===== src/rtl/lc_dco_fcal_pkg.sv =====
// Shared types and helpers for the LC DCO frequency-calibration controller.
// Latency: n/a (types and pure functions only).
// Backpressure: n/a.
package lc_dco_fcal_pkg;

    typedef enum logic [2:0] {
        ST_IDLE,
        ST_SETTLE,
        ST_MEASURE,
        ST_DECIDE,
        ST_DONE
    } state_t;

    // Upper bound on the swcap bank width the helpers can express.
    localparam int THERM_MAX_W = 32;

    // Thermometer code: bit i set when i < k.
    function automatic logic [THERM_MAX_W-1:0] therm(input int k);
        logic [THERM_MAX_W-1:0] t;
        for (int i = 0; i < THERM_MAX_W; i++) begin
            t[i] = (i < k);
        end
        return t;
    endfunction

    // Limit a requested code to the number of physical cells.
    function automatic int clamp_k(input int k, input int k_max);
        return (k > k_max) ? k_max : k;
    endfunction

endpackage


===== src/rtl/lc_dco_fcal_meas.sv =====
// Window timer plus saturating edge counter, shared by the SETTLE wait and the MEASURE window.
// Latency: o_valid is high in the last cycle of an i_len-cycle phase started by i_go; o_cnt includes that cycle.
// Backpressure: none; a new i_go restarts the timer and clears the count at any time.
//
// Ports: clk/resetn (async active-low), i_go (phase start pulse, first cycle of the phase),
//        i_len (phase length, >= 2), i_cnt_en (count edges this cycle), i_edge (dco edge pulse),
//        o_cnt (count including the current cycle), o_valid (last cycle of the phase).
module lc_dco_fcal_meas #(
    parameter int CNT_W = 12,
    parameter int TMR_W = 11
) (
    input  logic             clk,
    input  logic             resetn,
    input  logic             i_go,
    input  logic [TMR_W-1:0] i_len,
    input  logic             i_cnt_en,
    input  logic             i_edge,
    output logic [CNT_W-1:0] o_cnt,
    output logic             o_valid
);

    logic [TMR_W-1:0] r_left;
    logic             r_run;
    logic [CNT_W-1:0] r_cnt;
    logic [CNT_W-1:0] w_base;
    logic             w_inc;

    // The go cycle is the first counted cycle, so the count restarts from zero combinationally.
    assign w_base  = i_go ? '0 : r_cnt;
    assign w_inc   = i_cnt_en && i_edge && (w_base != '1);
    assign o_cnt   = w_base + {{(CNT_W-1){1'b0}}, w_inc};
    assign o_valid = r_run && !i_go && (r_left == TMR_W'(1));

    always_ff @(posedge clk or negedge resetn) begin
        if (!resetn) begin
            r_left <= '0;
            r_run  <= 1'b0;
            r_cnt  <= '0;
        end else begin
            r_cnt <= o_cnt;
            if (i_go) begin
                r_left <= i_len - TMR_W'(1);
                r_run  <= 1'b1;
            end else if (r_run) begin
                r_left <= r_left - TMR_W'(1);
                r_run  <= (r_left != TMR_W'(1));
            end
        end
    end

endmodule


===== src/rtl/lc_dco_fcal.sv =====
// Frequency calibration of the LC DCO swcap bank: binary search of the thermometer code k against an edge-count target.
// Latency: done rises 1+ITER*(SETTLE_CYC+WIN_CYC+1) cycles after start; manual_en takes effect the next cycle.
// Backpressure: start is ignored while busy; manual_en overrides everything.
//
// Ports: clk, resetn (async active-low), start, manual_en, manual_k[KW], target_cnt[CNT_W], dco_edge,
//        sw[SW_W], k_out[KW], meas_cnt[CNT_W], busy, done, err.
// Option: define LC_DCO_FCAL_TRACK_EN to keep adjusting k by +/-1 per window after lock.
module lc_dco_fcal
    import lc_dco_fcal_pkg::*;
#(
    parameter int  SW_W       = 8,
    parameter int  CNT_W      = 12,
    parameter int  WIN_CYC    = 1024,
    parameter int  SETTLE_CYC = 64,
    parameter int  TRACK_HYST = 2,
    localparam int KW         = $clog2(SW_W + 1)
) (
    input  logic             clk,
    input  logic             resetn,
    input  logic             start,
    input  logic             manual_en,
    input  logic [KW-1:0]    manual_k,
    input  logic [CNT_W-1:0] target_cnt,
    input  logic             dco_edge,
    output logic [SW_W-1:0]  sw,
    output logic [KW-1:0]    k_out,
    output logic [CNT_W-1:0] meas_cnt,
    output logic             busy,
    output logic             done,
    output logic             err
);

    localparam int ITER  = $clog2(SW_W + 1);
    localparam int IW    = (ITER > 1) ? $clog2(ITER) : 1;
    localparam int TMR_W = $clog2(((WIN_CYC > SETTLE_CYC) ? WIN_CYC : SETTLE_CYC) + 1);
    localparam logic [KW-1:0] MID0 = KW'((SW_W + 1) / 2);

    if (SW_W < 1 || SW_W > THERM_MAX_W || WIN_CYC < 2 || SETTLE_CYC < 2 || TRACK_HYST < 0) begin : g_bad_param
        $error("lc_dco_fcal: parameter out of range");
    end

    state_t           r_state;
    logic [KW-1:0]    r_k;
    logic [KW-1:0]    r_lo;
    logic [KW-1:0]    r_hi;
    logic [IW-1:0]    r_iter;
    logic [CNT_W-1:0] r_meas_cnt;
    logic             r_busy;
    logic             r_done;
    logic             r_err;
    logic             r_pass;   // some window of this search met the target
    logic             r_go;
    logic             r_track;  // current loop is post-lock tracking, not search

    logic [CNT_W-1:0] w_cnt;
    logic             w_valid;
    logic             w_cnt_en;
    logic [TMR_W-1:0] w_len;
    logic             w_pass;
    logic             w_last;
    logic             w_start_ok;
    logic [KW-1:0]    w_lo_n;
    logic [KW-1:0]    w_hi_n;
    logic [KW:0]      w_sum;

    assign w_cnt_en   = (r_state == ST_MEASURE);
    assign w_len      = w_cnt_en ? TMR_W'(WIN_CYC) : TMR_W'(SETTLE_CYC);
    assign w_pass     = (r_meas_cnt >= target_cnt);
    assign w_last     = (r_iter == IW'(ITER - 1));
    assign w_start_ok = (r_state == ST_IDLE) || r_done;

    // Once lo==hi the range is frozen, so spare iterations only re-measure it.
    always_comb begin
        w_lo_n = r_lo;
        w_hi_n = r_hi;
        if (r_lo < r_hi) begin
            if (w_pass) w_lo_n = r_k;
            else        w_hi_n = r_k - KW'(1);
        end
        w_sum = {1'b0, w_lo_n} + {1'b0, w_hi_n} + {{KW{1'b0}}, 1'b1};
    end

`ifdef LC_DCO_FCAL_TRACK_EN
    logic [CNT_W:0] w_up_thr;
    assign w_up_thr = {1'b0, target_cnt} + (CNT_W + 1)'(TRACK_HYST);
`endif

    lc_dco_fcal_meas #(
        .CNT_W (CNT_W),
        .TMR_W (TMR_W)
    ) u_meas (
        .clk      (clk),
        .resetn   (resetn),
        .i_go     (r_go),
        .i_len    (w_len),
        .i_cnt_en (w_cnt_en),
        .i_edge   (dco_edge),
        .o_cnt    (w_cnt),
        .o_valid  (w_valid)
    );

    always_ff @(posedge clk or negedge resetn) begin
        if (!resetn) begin
            r_state    <= ST_IDLE;
            r_k        <= '0;
            r_lo       <= '0;
            r_hi       <= '0;
            r_iter     <= '0;
            r_meas_cnt <= '0;
            r_busy     <= 1'b0;
            r_done     <= 1'b0;
            r_err      <= 1'b0;
            r_pass     <= 1'b0;
            r_go       <= 1'b0;
            r_track    <= 1'b0;
        end else begin
            r_go <= 1'b0;
            if (manual_en) begin
                r_state <= ST_IDLE;
                r_busy  <= 1'b0;
                r_done  <= 1'b0;
                r_err   <= 1'b0;
                r_track <= 1'b0;
                r_k     <= KW'(clamp_k(int'(manual_k), SW_W));
            end else if (start && w_start_ok) begin
                r_state <= ST_SETTLE;
                r_go    <= 1'b1;
                r_lo    <= '0;
                r_hi    <= KW'(SW_W);
                r_k     <= MID0;
                r_iter  <= '0;
                r_busy  <= 1'b1;
                r_done  <= 1'b0;
                r_err   <= 1'b0;
                r_pass  <= 1'b0;
                r_track <= 1'b0;
            end else begin
                case (r_state)
                    ST_SETTLE: begin
                        if (w_valid) begin
                            r_state <= ST_MEASURE;
                            r_go    <= 1'b1;
                        end
                    end
                    ST_MEASURE: begin
                        if (w_valid) begin
                            r_state    <= ST_DECIDE;
                            r_meas_cnt <= w_cnt;
                        end
                    end
                    ST_DECIDE: begin
                        if (r_track) begin
`ifdef LC_DCO_FCAL_TRACK_EN
                            // Fewer caps raise the frequency; step at most one code per window.
                            if (r_meas_cnt < target_cnt) begin
                                if (r_k != '0) r_k <= r_k - KW'(1);
                            end else if ({1'b0, r_meas_cnt} >= w_up_thr) begin
                                if (r_k < KW'(SW_W)) r_k <= r_k + KW'(1);
                            end
`endif
                            r_state <= ST_DONE;
                        end else begin
                            r_lo   <= w_lo_n;
                            r_hi   <= w_hi_n;
                            r_pass <= r_pass || w_pass;
                            if (w_last) begin
                                r_k     <= w_lo_n;
                                r_busy  <= 1'b0;
                                r_done  <= 1'b1;
                                r_err   <= (w_lo_n == '0) && !(r_pass || w_pass);
                                r_state <= ST_DONE;
                            end else begin
                                r_k     <= w_sum[KW:1];
                                r_iter  <= r_iter + IW'(1);
                                r_state <= ST_SETTLE;
                                r_go    <= 1'b1;
                            end
                        end
                    end
                    ST_DONE: begin
`ifdef LC_DCO_FCAL_TRACK_EN
                        r_state <= ST_SETTLE;
                        r_go    <= 1'b1;
                        r_track <= 1'b1;
`endif
                    end
                    default: ;
                endcase
            end
        end
    end

    assign sw       = SW_W'(therm(int'(r_k)));
    assign k_out    = r_k;
    assign meas_cnt = r_meas_cnt;
    assign busy     = r_busy;
    assign done     = r_done;
    assign err      = r_err;

endmodule


===== config.mk =====
export PLATFORM = sky130hd
export DESIGN_NAME = lc_dco_fcal
export DESIGN_NICKNAME = d
export VERILOG_FILES = /design/src/rtl/lc_dco_fcal_pkg.sv /design/src/rtl/lc_dco_fcal_meas.sv /design/src/rtl/lc_dco_fcal.sv
export SDC_FILE = /design/constraint.sdc
export NUM_CORES = 1
export LEC_CHECK = 0
export CELL_PAD_IN_SITES_DETAIL_PLACEMENT = 0
export CELL_PAD_IN_SITES_GLOBAL_PLACEMENT = 1
export CORE_ASPECT_RATIO = 0.8
export CORE_MARGIN = 2
export CORE_UTILIZATION = 49
export CTS_CLUSTER_DIAMETER = 30
export DETAILED_ROUTE_END_ITERATION = 6
export DONT_BUFFER_PORTS = 1
export PLACE_DENSITY = 0.78
export SYNTH_ARGS = -nofsm -noshare
export SYNTH_HDL_FRONTEND = slang
export SYNTH_SLANG_ARGS = --single-unit

===== constraint.sdc =====
create_clock -name clk -period 4.2 [get_ports clk]
set_input_delay 0.84 -clock clk [delete_from_list [all_inputs] [get_ports clk]]
set_output_delay 0.84 -clock clk [all_outputs]
set_load 0.05 [all_outputs]

==> flow_metrics.tcl, run 1 <==
set metrics [dict create \
    synth_nets 421 \
    r2r_slack_ns 0.41 \
    reg2reg_from "meas_cnt[7]" \
    ir_worst_vdd_v 0.000168 \
    grt_max_degree 59 \
    post-synth-top-count-cell "dfrtp_1" \
    relSlewSlack_pct 36.5 \
    rows 27 \
    place.gp.congestion 0.900 \
    p_leak_nw 1.92 \
    final_nets 447 \
    hold_class "primary input to async pin" \
    postPlaceCellArea_um2 3850 \
    grt_usage_pct 22.4 \
    status "completed" \
    cts-resized-gates 0 \
    die_h_um 80.4 \
    vias_per_cell 5.88 \
    report.power.total_mw 1.48 \
    grt_pass1_vias 2812 \
    wl_mm 8.38 \
    dieArea_um2 8000 \
    antenna_cells 0 \
    synth_top_cell_area_share_pct 40.6 \
    setup_violations 0 \
    grt_pass1_wl_mm 13.9 \
    antenna_found_initial 0 \
    fmax_mhz 254 \
    synth-main-ff-cell "dfrtp_1" \
    cts.sinks 58 \
    powerDensity_nw_per_um2 368 \
    pre_cts_slack_ns -0.0651 \
    synthTopCellsByCount "58 x dfrtp_1, 36 x nor2_1, 26 x inv_1" \
    drive_above_1_share_pct 17.5 \
    postCtsHoldBufs 0 \
    seq_area_frac_synth_pct 40.6 \
    root_buffer "clkbuf_8" \
    timing.rr.end "k_out[1]" \
    nFillCells 620 \
    drt-pass1-iter-count 4 \
    clock_skew_ns 0.00707 \
    design_area_um2 4030 \
    core_area_um2 6990 \
    syn_area_um2 3580 \
    endpoint_kind "flop" \
    detail_route.iter0.violations 166 \
    async_flop_share_pct 100 \
    htreeDepth 3 \
    overflow 0 \
    synth_top_area_cell "dfrtp_1" \
    numCtsBuffers 9 \
    cts_tree "done" \
    drcViolationCount 0 \
    initial_core_util_pct 51.2 \
    fp.dieW_um 99.5 \
    syn_avg_cell_area_um2 9.56 \
    period_needed_ns 3.93 \
    ys_warn_count 0 \
    worstMarginPinSlew_ns 0.945 \
    finalNonFillerCells 492 \
    vias 2891 \
    rsz0062_at_grt "no" \
    clock_latency_ns 0.34 \
    place_inst 476 \
    cts-root-to-sink-buffers 2 \
    final.setup.worst_slack_ns 0.270 \
    ys_seq_elements 58 \
    cts_setup_buffers 0 \
    drv_cap 0 \
    port_buffers 0 \
    yosys-top-cells-area "dfrtp_1 41%, ha_1 8.7%, nor2_1 3.8%, mux2_2 3.8%, o21ai_0 3.1%" \
    detail-route-antenna-nets 0 \
    worst_r2r_path_depth 13 \
    synth_cell_types 70 \
    io_pins 48 \
    synth-edff-count 0 \
    cp_max_fo 3 \
    wl_per_cell_um 17.0 \
    worstPathRequired_ns 4.47 \
    cts.reportedPaths.clkPinSlew_ns 0.07 \
    slew_viol_final 0 \
    fin_crit_sh_pct 93.6 \
    syn2layout_area_growth_pct 12.6 \
    netlist_instances 374 \
    hpwl_mm 6.10 \
    arrival_ns 4.20 \
    path_class "primary input to flop" \
    hold_viol 0 \
    crit_path_start_kind "primary input" \
]
==> power breakdown <==
part / leakage, nW / switching [mW] / internal (mW)
clock: 0.0847 / 0.246 / 0.230
combinational: 1.08 / 0.220 / 0.133
sequential: 0.754 / 0.0593 / 0.592
total: 1.92 / 0.525 / 0.956
==> worst max path at each step <==
stage | cells after the start | slack (ns) | endpoint | start
6_report | 14 | 0.27 | k_out[1] | target_cnt[7]
5_1_grt | 14 | 0.16 | k_out[1] | target_cnt[7]
4_1_cts | 14 | 0.28 | k_out[1] | target_cnt[7]
3_5_place_dp | 14 | -0.07 | k_out[1] | target_cnt[7]
3_3_place_gp | 14 | 0.006 | k_out[1] | target_cnt[7]
2_1_floorplan | 14 | 0.006 | k_out[1] | target_cnt[9]
==> metal layers <==
layer | wire (µm) | track usage [%] | vias to the layer above | share of wire (%)
met5 | 0 | 0 | - | 0
met4 | 81 | 6.71 | 0 | 0.97
met3 | 580 | 5.92 | 11 | 6.9
met2 | 3570 | 32.5 | 81 | 43
met1 | 4150 | 32.5 | 1391 | 50
li1 | - | - | 1408 | -
==> metrics by stage <==
step                util, %  hold slack (ns)  setup TNS (ns)
finish                 57.6            0.188               0
global route           57.6            0.165               0
CTS                    57.6            0.174               0
detailed placement     55.0            0.500         -0.0651
global placement       55.0            0.480               0
floorplan                 -            0.463               0
==> cells in the final DEF (no fill, tap or decap), types with 4 or more instances in the layout <==
master	synthesis	layout
nor2_1	36	36
ha_1	25	25
a21o_1	7	7
a31oi_1	4	4
clkbuf_8	0	10
nand3_1	9	9
nor2b_1	8	8
nand2b_1	8	8
buf_4	1	29
and3_1	5	5
nor4_1	5	5
nor3_1	7	7
a21oi_1	19	19
xor2_1	10	10
xnor2_1	7	7
mux2_2	12	12
o21ai_0	22	21
inv_1	26	25
dfrtp_1	58	58
nand2_1	20	20
or3_1	4	4
==> worst max-delay path, cell delays in order <==
cell      delay (ns)
inv_1           0.02
ha_1            0.31
a21oi_1         0.13
o21ai_0         0.17
a221o_1         0.41
or4_4           0.53
and3_2          0.20
fa_1            0.41
inv_2           0.08
o21ai_0         0.07
or4b_1          0.46
nor4bb_1        0.15
mux2_4          0.31
a22oi_2         0.11
==> cell families after synthesis <==
family                     count (synthesis)  synth area share [%]
adders and majority gates                 26                  9.30
DFF                                       58                  40.6
muxes                                     15                  4.76
buffers and inverters                     40                  4.37
xor gates and xnor gates                  17                  4.16
and+or+nand+nor                          126                  18.7
AOI/OAI and AO/OA                         92                  18.1
==> cell type report <==
type / instances / area (µm²) / share of cell area, %
Clock buffer: 10 / 138 / 3.42
Clock inverter: 6 / 41.3 / 1.03
Tap cell: 87 / 109 / 2.70
Inverter: 26 / 97.6 / 2.42
Multi-Input combinational cell: 276 / 1970 / 49.0
Sequential cell: 58 / 1450 / 36.0
Timing Repair Buffer: 29 / 218 / 5.41
==> flip-flops by register name (all words and copies together), names as in the netlist <==
| name | count |
|---|---|
| r_iter | 2 |
| u_meas.r_run | 1 |
| done | 1 |
| k_out | 4 |
| u_meas.r_cnt | 12 |
| err | 1 |
| u_meas.r_left | 11 |
| meas_cnt | 12 |
| r_state | 3 |
| r_hi | 4 |
| r_pass | 1 |
| busy | 1 |
| r_go | 1 |
| r_lo | 4 |
(Power assumes the default switching activity.)
==> inputs of run 2 (changes only) <==
SETUP_SLACK_MARGIN = 0.3   (was not set)
==> run 2 against run 1 <==
Highest routed layer unchanged. Sequential share of layout area up 0.31 points. Largest cell class unchanged. Clock power down 8.2%. Sequential cell count stayed put. Setup slack gained 0.11 ns. Global-route usage increased by 0.47 points. Wire length shrank 0.84%. Sequential power barely moved. Combinational power decreased by 3%. Via count fell by 1.4%.
==> flow_metrics.tcl, run 2 (synthesized netlist as in run 1, its figures left out) <==
set metrics [dict create \
    period_needed_ns 3.82 \
    clock_latency_ns 0.34 \
    cts_tree "done" \
    wl_per_cell_um 17.1 \
    worst_r2r_path_depth 12 \
    relSlewSlack_pct 37.0 \
    p_leak_nw 1.89 \
    path_class "primary input to flop" \
    grt_pass1_vias 2845 \
    switching_share_pct 34.2 \
    overflow 0 \
    fin_crit_sh_pct 90.9 \
    rows 27 \
    drt-pass1-iter-count 4 \
    syn2layout_area_growth_pct 11.7 \
    worstPathRequired_ns 4.46 \
    drv_cap 0 \
    final_cell_mix "57 x dfrtp_1, 36 x nor2_1, 25 x inv_1, 25 x ha_1, 24 x buf_4" \
    postCtsHoldBufs 0 \
    hold_class "primary input to async pin" \
    drive_above_1_share_pct 17.3 \
    grt_pass1_wl_mm 14.1 \
    numCtsBuffers 9 \
    clockPowerShare_pct 30.4 \
    arrival_ns 4.08 \
    port_buffers 0 \
    rsz0062_at_grt "no" \
    fin_util_pct 57.1 \
    crit_path_start_kind "primary input" \
    setup_violations 0 \
    antenna_found_initial 0 \
    io_pins 48 \
    seqPwrFrac_pct 45.6 \
    vias 2851 \
    hold_viol 0 \
    switchingPower_uw 490 \
    die_h_um 80.4 \
    initial_core_util_pct 51.2 \
    endpoint_kind "flop" \
    clock_skew_ns 0.00421 \
    fp.dieW_um 99.5 \
    cp_max_fo 7 \
    p_int_uw 944 \
    status "completed" \
    grt_usage_pct 22.8 \
    detail-route-antenna-nets 0 \
    final_nets 442 \
    htreeDepth 3 \
    grt_max_degree 59 \
    root_buffer "clkbuf_8" \
    vias_per_cell 5.88 \
    place.gp.congestion 0.846 \
    worstMarginPinSlew_ns 0.939 \
    cts.sinks 58 \
    drcViolationCount 0 \
    hpwl_mm 6.08 \
    antenna_cells 0 \
    tns_ns 0 \
    ir_worst_vdd_v 0.000188 \
    nFillCells 637 \
    dieArea_um2 8000 \
    cts.reportedPaths.clkPinSlew_ns 0.06 \
    detail_route.iter0.violations 174 \
    mostFrequentLayoutCell "dfrtp_1" \
    fmax_mhz 262 \
    slew_viol_final 0 \
    wl_mm 8.31 \
    cts-root-to-sink-buffers 2 \
    powerDensity_nw_per_um2 359 \
    core_area_um2 6990 \
    p_comb_share_pct 24.0 \
]
run 2: worst max-delay path: stages:
cell,delay (ns)
inv_1,0.03
ha_1,0.29
a21o_1,0.16
a21o_1,0.18
a221o_2,0.42
or4_4,0.43
and3_4,0.17
fa_2,0.35
inv_2,0.08
o21ai_0,0.07
or4b_1,0.47
nor4bb_1,0.15
mux2_4,0.31
a22oi_2,0.12
run 2: final cells by class:
cell class | instances | area [µm²] | area share, %
Clock buffer | 11 | 141 | 3.54
Clock inverter | 3 | 17.5 | 0.438
Inverter | 26 | 97.6 | 2.44
Multi-Input combinational cell | 276 | 2000 | 50.0
Sequential cell | 58 | 1450 | 36.3
Tap cell | 87 | 109 | 2.72
Timing Repair Buffer | 24 | 180 | 4.51
run 2: worst paths after layout:
path                               start                to  slack, ns
max                        target_cnt[9]          k_out[1]       0.38
min                               resetn  u_meas.r_left[2]       0.19
max reg2reg                      r_lo[1]          k_out[1]       0.44
min reg2reg                    r_iter[0]         r_iter[0]       0.50
max in group asynchronous         resetn   u_meas.r_cnt[3]       3.91
min in group clk               r_iter[0]         r_iter[0]       0.50
run 2: power by group through the flow:
stage                     registers [mW]  clock network (mW)  logic, mW
after CTS                          0.654               0.450      0.336
after global routing               0.661               0.474      0.384
after global placement             0.663                   0      0.332
after floorplan                    0.666                   0      0.264
final                              0.654               0.436      0.344
after detailed placement           0.665                   0      0.335
run 2: metal layers:
layer  GRT usage (%)  wire (µm)  up-vias
met5               0          0        -
met4            5.48         70        0
met3            8.27        578       10
met2            32.9       3560       87
met1            32.7       4100     1355
li1                -          -     1399
run 2: repair_timing:
item,CTS,global route
gates resized for setup,0,5
buffers inserted,0,2
setup endpoints to repair,0,1
run 2: through the flow:
step	total power [mW]	setup WS (ns)	instances	hold slack (ns)	instance area (µm²)
CTS	1.44	0.364	483	0.174	3970
floorplan	0.930	0.182	374	0.463	3600
global route	1.52	0.301	485	0.168	4000
global placement	0.995	0.0821	469	0.481	3810
finish	1.43	0.381	485	0.190	4000
detailed placement	0.999	0.00775	469	0.495	3810
==> inputs of run 3 (changes only) <==
PLACE_DENSITY = not set   (was 0.78)
PLACE_DENSITY_LB_ADDON = 0.15   (was not set)
REMOVE_ABC_BUFFERS = 1   (was not set)
==> run 3 against run 2 <==
Via count rose by 3.2%. Clock skew up 0.0062 ns. Cell area grew 5.3%. Global-route usage down 0.44 points. Fmax rose by 0.59%. Worst hold slack worse by 0.0074 ns. Highest routed layer unchanged.
==> flow_metrics.tcl, run 3 (synthesized netlist as in run 1, its figures left out) <==
set metrics [dict create \
    status "completed" \
    powerDensity_nw_per_um2 367 \
    path_class "primary input to flop" \
    relSlewSlack_pct 36.7 \
    grt_max_degree 59 \
    slowest_delay_ns 0.52 \
    p_int_mw 1.03 \
    endpoint_kind "flop" \
    fmax_mhz 263 \
    hold_viol 0 \
    crit_path_start_kind "primary input" \
    final_nets 452 \
    final_cell_mix "56 x dfrtp_1, 36 x nor2_1, 34 x buf_4, 24 x inv_1, 21 x ha_1" \
    rsz0062_at_grt "no" \
    finalNonFillerCells 497 \
    arrival_ns 4.06 \
    multi_input_area_um2 2090 \
    worstPathRequired_ns 4.46 \
    ir_worst_vdd_v 0.000167 \
    numCtsBuffers 9 \
    p_comb_share_pct 24.3 \
    grt_pass1_vias 2778 \
    crit_path_cell_trace "inv_1, ha_1, a21o_1, a21o_1, a221o_1, or4_4, and3_4, fa_2, inv_2, o21ai_1, or4b_1, nor4bb_4, mux2_4, a22oi_2" \
    clock_latency_ns 0.35 \
    vias 2942 \
    hold_slack_ns 0.182 \
    die_h_um 80.4 \
    slew_viol_final 0 \
    hold_class "primary input to async pin" \
    seq_area_um2 1450 \
    core_area_um2 6990 \
    mostFrequentLayoutCell "dfrtp_1" \
    fin_util_pct 60.2 \
    worstMarginPinSlew_ns 0.943 \
    place.gp.congestion 0.902 \
    overflow 0 \
    wl_mm 8.52 \
    io_pins 48 \
    hpwl_mm 6.09 \
    initial_core_util_pct 51.2 \
    grt_pass1_wl_mm 13.8 \
    clock_skew_ns 0.0104 \
    drcViolationCount 0 \
    nFillCells 581 \
    place_inst 473 \
    drv_cap 0 \
    fin_crit_sh_pct 90.4 \
    cp_slowest_cell "or4b_1" \
    vias_per_cell 5.92 \
    antenna_cells 0 \
    final.setup.worst_slack_ns 0.403 \
    switching_share_pct 33.3 \
    cts.reportedPaths.clkPinSlew_ns 0.07 \
    report.power.total_mw 1.54 \
    syn2layout_area_growth_pct 17.6 \
    switchingPower_uw 514 \
    htreeDepth 3 \
    cts_tree "done" \
    port_buffers 0 \
    cts.sinks 58 \
    detail-route-antenna-nets 0 \
    drive_above_1_share_pct 22.4 \
    wl_per_cell_um 17.1 \
    cp_max_fo 4 \
    cts-root-to-sink-buffers 2 \
    p_leak_nw 1.97 \
    period_needed_ns 3.80 \
    clockPowerShare_pct 33.4 \
    detail_route.iter0.violations 176 \
    seqPwrFrac_pct 42.3 \
    pre_cts_slack_ns -0.158 \
    setup_violations 0 \
    grt_usage_pct 22.4 \
    root_buffer "clkbuf_8" \
    crit_top_cell "a21o_1" \
    rows 27 \
    dieArea_um2 8000 \
    antenna_found_initial 0 \
    drt-pass1-iter-count 5 \
    fp.dieW_um 99.5 \
]
run 3: changes by cell type in the layout (fill, tap and decap cells not counted), sizes merged:
cell,before,now
buf,24,34
clkinvlp,1,0
clkinv,2,4
bufinv,0,1
run 3: path summary, 6_finish.rpt:
path                               start          end  slack (ns)  cells after the start
min reg2reg                    r_iter[0]    r_iter[0]        0.50                      1
min                               resetn   r_state[0]        0.18                      0
max in group asynchronous         resetn  meas_cnt[3]        3.91                      0
min in group clk               r_iter[0]    r_iter[0]        0.50                      1
max reg2reg                      r_lo[2]     k_out[1]        0.46                     13
max                        target_cnt[8]     k_out[1]        0.40                     14
run 3: area by class of cell:
cell class / instances / share of cell area (%)
clock buffer: 11 / 3.36
clock inverter: 5 / 1.28
inverter: 26 / 2.44
multi-input combinational: 276 / 49.7
sequential: 58 / 34.6
tap: 87 / 2.59
timing repair buffer: 34 / 6.07
run 3: worst max-delay path, delay by kind of cell:
kind | cells | cell delay (ns)
adder cells (fa/ha/maj) | 2 | 0.59
multiplexers | 1 | 0.32
buffers and inverters | 2 | 0.10
AO/OA/AOI/OAI | 5 | 0.91
AND/OR/NAND/NOR | 4 | 1.30
run 3: per-stage QoR:
stage	setup TNS (ns)	instance area (µm²)
6_report	0	4210
5_1_grt	0	4210
4_1_cts	0	4030
3_5_place_dp	-0.158	3820
3_3_place_gp	-0.112	3820
2_1_floorplan	-0.0210	3520
run 3: metal layers:
metal | up-vias | track usage, % | part of all wire [%]
li1 | 1427 | - | -
met1 | 1405 | 32.4 | 49
met2 | 98 | 32.1 | 43
met3 | 12 | 6.18 | 6.9
met4 | 0 | 7.81 | 1.4
met5 | - | 0 | 0
run 3: power groups by stage:
stage	combinational (mW)	sequential [mW]	clock, mW
after floorplan	0.243	0.676	0
after CTS	0.353	0.653	0.527
after global routing	0.412	0.659	0.549
final	0.375	0.653	0.516
after global placement	0.346	0.662	0
after detailed placement	0.349	0.664	0
run 3: repair_timing:
| action | in CTS | in global routing |
|---|---|---|
| endpoints found under the hold margin | 0 | 0 |
| endpoints found under the setup margin | 1 | 1 |
| buffers inserted | 1 | 7 |
| hold buffers | 0 | 0 |
| pin swaps | 1 | 13 |
| gates resized for setup | 1 | 29 |
